<file path="src/rtl/fsk_zc_demod.sv">
// 2FSK zero-crossing demodulator: counts hysteresis-qualified midpoint
// crossings per symbol window and emits one hard bit per window.
module fsk_zc_demod #(
  parameter int DATA_W  = 11,
  parameter int SYM_LEN = 2048,
  parameter int MID     = 512,
  parameter int HYST    = 8,
  parameter int THRESH  = 6,
  parameter int INVERT  = 0,
  parameter int CNT_W   = $clog2(SYM_LEN + 1)
) (
  input  logic                         clk,
  input  logic                         rst,
  input  logic                         en,
  input  logic [DATA_W-1:0]            din,
  input  logic                         din_vld,
  input  logic                         sync,
  output logic                         bit_out,
  output logic                         bit_vld,
  output logic [CNT_W-1:0]             zc_last,
  output logic [$clog2(SYM_LEN)-1:0]   sym_idx
);

  // Level tracker
  // state   | meaning
  // ST_UNK  | no level seen since reset/sync; first exit is not a crossing
  // ST_LO   | last qualified level was at or below MID-HYST
  // ST_HI   | last qualified level was at or above MID+HYST
  localparam logic [1:0] ST_UNK = 2'd0;
  localparam logic [1:0] ST_LO  = 2'd1;
  localparam logic [1:0] ST_HI  = 2'd2;

  localparam int IDX_W = $clog2(SYM_LEN);

  // One extra bit on the thresholds keeps MID+HYST from wrapping.
  localparam logic [DATA_W:0]  HI_TH    = (DATA_W+1)'(MID + HYST);
  localparam logic [DATA_W:0]  LO_TH    = (DATA_W+1)'(MID - HYST);
  localparam logic [IDX_W-1:0] LAST_IDX = IDX_W'(SYM_LEN - 1);
  localparam logic [CNT_W-1:0] CNT_MAX  = '1;
  localparam logic [31:0]      THR      = 32'(THRESH);
  localparam logic             INV_B    = (INVERT != 0);

  logic [1:0]       lvl, nxt_lvl;
  logic [CNT_W-1:0] zc_cnt, zc_final;
  logic [DATA_W:0]  din_x;
  logic             above, below, xing, last, take;

  assign din_x = {1'b0, din};
  assign above = (din_x >= HI_TH);
  assign below = (din_x <= LO_TH);
  assign last  = (sym_idx == LAST_IDX);
  assign take  = en && din_vld;

  always_comb begin
    nxt_lvl = lvl;
    xing    = 1'b0;
    if (above) begin
      nxt_lvl = ST_HI;
      xing    = (lvl == ST_LO);
    end else if (below) begin
      nxt_lvl = ST_LO;
      xing    = (lvl == ST_HI);
    end
  end

  assign zc_final = (xing && (zc_cnt != CNT_MAX)) ? zc_cnt + CNT_W'(1) : zc_cnt;

  always_ff @(posedge clk or posedge rst) begin
    if (rst) begin
      lvl     <= ST_UNK;
      zc_cnt  <= '0;
      sym_idx <= '0;
      zc_last <= '0;
      bit_out <= 1'b0;
      bit_vld <= 1'b0;
    end else begin
      bit_vld <= 1'b0;
      if (en && sync) begin
        // sync wins over both the sample and any window completion
        lvl     <= ST_UNK;
        zc_cnt  <= '0;
        sym_idx <= '0;
      end else if (take) begin
        lvl <= nxt_lvl;
        if (last) begin
          sym_idx <= '0;
          zc_cnt  <= '0;
          zc_last <= zc_final;
          bit_out <= (32'(zc_final) <= THR) ^ INV_B;
          bit_vld <= 1'b1;
        end else begin
          sym_idx <= sym_idx + IDX_W'(1);
          zc_cnt  <= zc_final;
        end
      end
    end
  end

endmodule
</file>
<file path="config.mk">
export PLATFORM = sky130hd
export DESIGN_NAME = fsk_zc_demod
export DESIGN_NICKNAME = d
export VERILOG_FILES = /design/src/rtl/fsk_zc_demod.sv
export SDC_FILE = /design/constraint.sdc
export NUM_CORES = 1
export LEC_CHECK = 0
export BUFFER_PORTS_ARGS = -buffer_cell sky130_fd_sc_hd__buf_4
export CAP_MARGIN = 10
export CORE_AREA = 10 10 82 84
export DETAILED_ROUTE_END_ITERATION = 8
export DIE_AREA = 0 0 92 94
export PLACE_DENSITY_LB_ADDON = 0.12
export SLEW_MARGIN = 20
export SYNTH_ARGS = -nofsm -noshare
export SYNTH_HDL_FRONTEND = slang
export SYNTH_SLANG_ARGS = --single-unit
</file>
<file path="constraint.sdc">
create_clock -name clk -period 3.65 [get_ports clk]
set_input_delay 0.73 -clock clk [delete_from_list [all_inputs] [get_ports clk]]
set_output_delay 0.73 -clock clk [all_outputs]
set_load 0.05 [all_outputs]
</file>
==> results.tsv <==
stage	metric	value	unit
clock_tree	TritonCTS clock tree	done	
logic_synthesis	mean post-synth cell area	8.827	µm²
clock_tree	post-CTS sizing	0	
setup_path	CP top delay family	simple AND/OR/NAND/NOR gates	
final_layout	Fillers	496	
drt	WL met2	2560	µm
clock_tree	CTS Root Cell	clkbuf_8	
logic_synthesis	Post-Syn Instances	255	
setup_path	slowest CP cell	dfrtp_1	
floorplanning	Die ar.	0.008648	mm²
floorplanning	I/O pins	41	
run_status	status	complete, no violations	
drt	Routed Antenna Nets	0	
timing	actual slew at the worst max-slew pin	0.8016	ns
timing	Setup TNS	0	ns
setup_path	Setup crit end kind	register	
setup_path	critical path fanouts, max	12	
setup_path	Crit. path cell count	7	
setup_path	worst-path cell chain	ha_1 -> and4_1 -> nand4_1 -> nand2_1 -> or3_1 -> nand4_1 -> o31ai_2	
drt	DRC	0	
clock_tree	Hold-fix buffers, CTS	0	
clock_tree	Clk Latency, worst-skew pair	0.29	ns
pwr	Clk pwr share	0.348	
run	MaxCap Viol Count	0	
pwr	sw frac	0.2656	
setup_path	R2R setup slack	1.14	ns
setup_path	CP max stage delay	0.48	ns
setup_path	R2R Path End	bit_out	
setup_path	worst r2r src	zc_cnt[0]	
drt	WL final	5333	µm
floorplanning	row cnt	26	
timing	final hold vios	0	
setup_path	CP Class	reg -> reg	
min_path	hold depth	2	
final_layout	layout cells sized above 1	0.1972	
drt	Vias/cell	5.462	
final_layout	most common cell after layout, fill and taps aside	buf_4	
timing	Fmax	0.3987	GHz
grt	first-pass GRT wire length	9080	µm
drt	via count	1961	
pwr	sequential share of power	0.542	
final_layout	Multi-input gate area	0.001186	mm²
pwr	combinational share of power	0.110	
logic_synthesis	Mapped Area	0.002251	mm²
drt	drt first pass iters	4	
pwr	VDD IR-drop max	0.1368	mV
placement	number of port buffers	40	
logic_synthesis	Synth Net Count	273	
timing	Slew headroom	0.4641	
setup_path	CP Capture Point	bit_out	
logic_synthesis	#FFs+latches synth	39	
grt	largest net degree at the start of global routing	26	
placement	DP HPWL	4096	µm
pwr	pwr dens	308.5	mW/mm²
setup_path	Data arrival, critical path	2.71	ns
setup_path	Worst setup SP type	register	
pwr	LEAKAGE	1.177	nW
setup_path	R2R cell count	7	
setup_path	Critical Path Source	zc_cnt[0]	
placement	GP Congestion	0.9124	
logic_synthesis	Seq/Total Area, Yosys	0.4336	
drt	routed len/inst	14.86	µm
final_layout	most frequent cells in the layout	buf_4, nand2_1, dfrtp_1, o21ai_0, nor2_1	
min_path	worst hold path type	reg -> reg	
grt	overall routing resource usage	0.1263	
final_layout	Diodes inserted	0	
final_layout	Nets	306	
clock_tree	postcts setup bufs	0	
timing	final setup vio count	0	
clock_tree	clock slew seen by the registers of the worst setup and hold paths	0.08	ns
drt	DR WL met3	306	µm
drt	M1 wire length	2426	µm
logic_synthesis	YS warnings	0	
drt	Top Layer Used	met4	
floorplanning	Core Box Area	0.005075	mm²
grt	Remaining Overflow, GRT	0	
clock_tree	H-Tree Depth	2	
timing	RSZ-0062 raised after global routing	no	
timing	Max Slew Vio Count	0	
pwr	Int Pwr	0.0006029	W
floorplanning	die span in y	94	µm
final_layout	Storage cell area	975.9	µm²
pwr	Psw	0.0002180	W
clock_tree	TritonCTS Buffers	5	
setup_path	Req. time, crit path	3.85	ns
timing	Final Critical Period	2.508	ns
grt	initial antenna violation count	0	
timing	WHS	0.4804	ns
drt	Starting DRT DRC Count	138	
grt	vias in the first global route	1959	
clock_tree	clock sink count	39	
final_layout	Layout area overhead	18.23	%
timing	post-route clock period utilization	0.6871	
floorplanning	die width	92	µm
logic_synthesis	Unique masters post-synth	44	
clock_tree	Max Buffers Root-to-Sink	2	
setup_path	Crit path buffers/inverters	0	
setup_path	Worst path most repeated cell	nand4_1	
timing	worst clock skew	0.007472	ns
floorplanning	Starting Density	0.4435	
==> worst min path at each step <==
| stage | slack (ns) | start | end |
|---|---|---|---|
| after floorplan | 0.47 | lvl[1] | lvl[1] |
| after global placement | 0.46 | zc_last[9] | zc_last[9] |
| after detailed placement | 0.47 | zc_last[11] | zc_last[11] |
| after CTS | 0.49 | zc_last[11] | zc_last[11] |
| after global routing | 0.51 | zc_last[9] | zc_last[9] |
| final | 0.48 | zc_last[11] | zc_last[11] |
==> cells by family (layout without fill, tap and decap cells) <==
kind of cell / Yosys count / after routing / synth area share
AND/OR/NAND/NOR: 106 / 106 / 0.2485
AO/OA/AOI/OAI: 73 / 73 / 0.2029
adder cells (fa/ha/maj): 2 / 2 / 0.01112
buffers and inverters: 19 / 53 / 0.03947
flip-flops: 39 / 39 / 0.4336
XOR/XNOR: 12 / 12 / 0.04669
multiplexers: 4 / 4 / 0.01779
==> per-stage QoR <==
stage | cell area, µm² | util | worst slack [ns] | std cells | power [W]
finish | 2661 | 0.5244 | 1.142 | 359 | 0.0008209
global route | 2661 | 0.5244 | 0.9295 | 359 | 0.0008610
CTS | 2661 | 0.5244 | 1.183 | 359 | 0.0008344
global placement | 2576 | 0.5076 | 1.145 | 351 | 0.0005441
floorplan | 2251 | - | 1.455 | 255 | 0.0005107
detailed placement | 2576 | 0.5076 | 1.121 | 351 | 0.0005452
==> power groups by stage <==
| stage | sequential, W | clock [W] | combinational (W) |
|---|---|---|---|
| finish | 0.000445 | 0.000286 | 0.0000900 |
| global placement | 0.000454 | 0 | 0.0000906 |
| floorplan | 0.000465 | 0 | 0.0000453 |
| CTS | 0.000445 | 0.000298 | 0.0000914 |
| global route | 0.000447 | 0.000314 | 0.000100 |
| detailed placement | 0.000454 | 0 | 0.0000915 |
==> sequential cells by signal, summed over array words and instances, names as in the netlist <==
register  flops
bit_vld       1
lvl           2
sym_idx      11
zc_cnt       12
zc_last      12
bit_out       1
==> cells in the mapped netlist, drive strengths merged <==
cell | n | area (µm²)
a211oi | 1 | 7.510
xor2 | 8 | 70.07
and2 | 5 | 31.28
o221ai | 1 | 8.760
nor3 | 6 | 35.03
nand2b | 1 | 6.260
a211o | 1 | 8.760
o41ai | 1 | 8.760
clkbuf | 7 | 26.28
a21boi | 2 | 15.01
a22o | 4 | 35.03
o31ai | 9 | 77.57
o21ai | 37 | 188.9
mux2i | 4 | 40.04
nand3b | 1 | 7.510
a31oi | 8 | 50.05
o211ai | 1 | 7.510
a21oi | 5 | 25.02
nand2 | 40 | 150.1
xnor2 | 4 | 35.03
nor2b | 2 | 12.51
nand4 | 6 | 37.54
inv | 3 | 11.26
and3 | 8 | 50.05
or2 | 1 | 6.260
or3 | 1 | 6.260
a311oi | 1 | 8.760
and4 | 4 | 35.03
nor4 | 1 | 6.260
dfrtp | 39 | 975.9
nor2 | 16 | 60.06
ha | 2 | 25.02
buf | 9 | 51.30
nor4b | 5 | 65.06
nand3 | 9 | 50.05
o21a | 2 | 15.01
==> layout make-up <==
| type | count | area share |
|---|---|---|
| Timing Repair Buffer | 42 | 0.1185 |
| Tap cell | 70 | 0.03291 |
| Inverter | 3 | 0.004231 |
| Sequential cell | 39 | 0.3667 |
| Clock buffer | 6 | 0.02727 |
| Multi-Input combinational cell | 197 | 0.4457 |
| Clock inverter | 2 | 0.004701 |
==> routing by layer <==
metal	global-route usage	vias up
met5	0	-
met4	0.03470	0
li1	-	992
met2	0.2141	42
met3	0.04396	4
met1	0.1483	923
==> worst register-to-register path, cell delays in order, from the launching register on <==
cell and delay, ns:
dfrtp_1 0.48, ha_1 0.29, and4_1 0.31, nand4_1 0.43, nand2_1 0.41, or3_1 0.20
nand4_1 0.12, o31ai_2 0.18
Power figures use the tool's default switching activity.
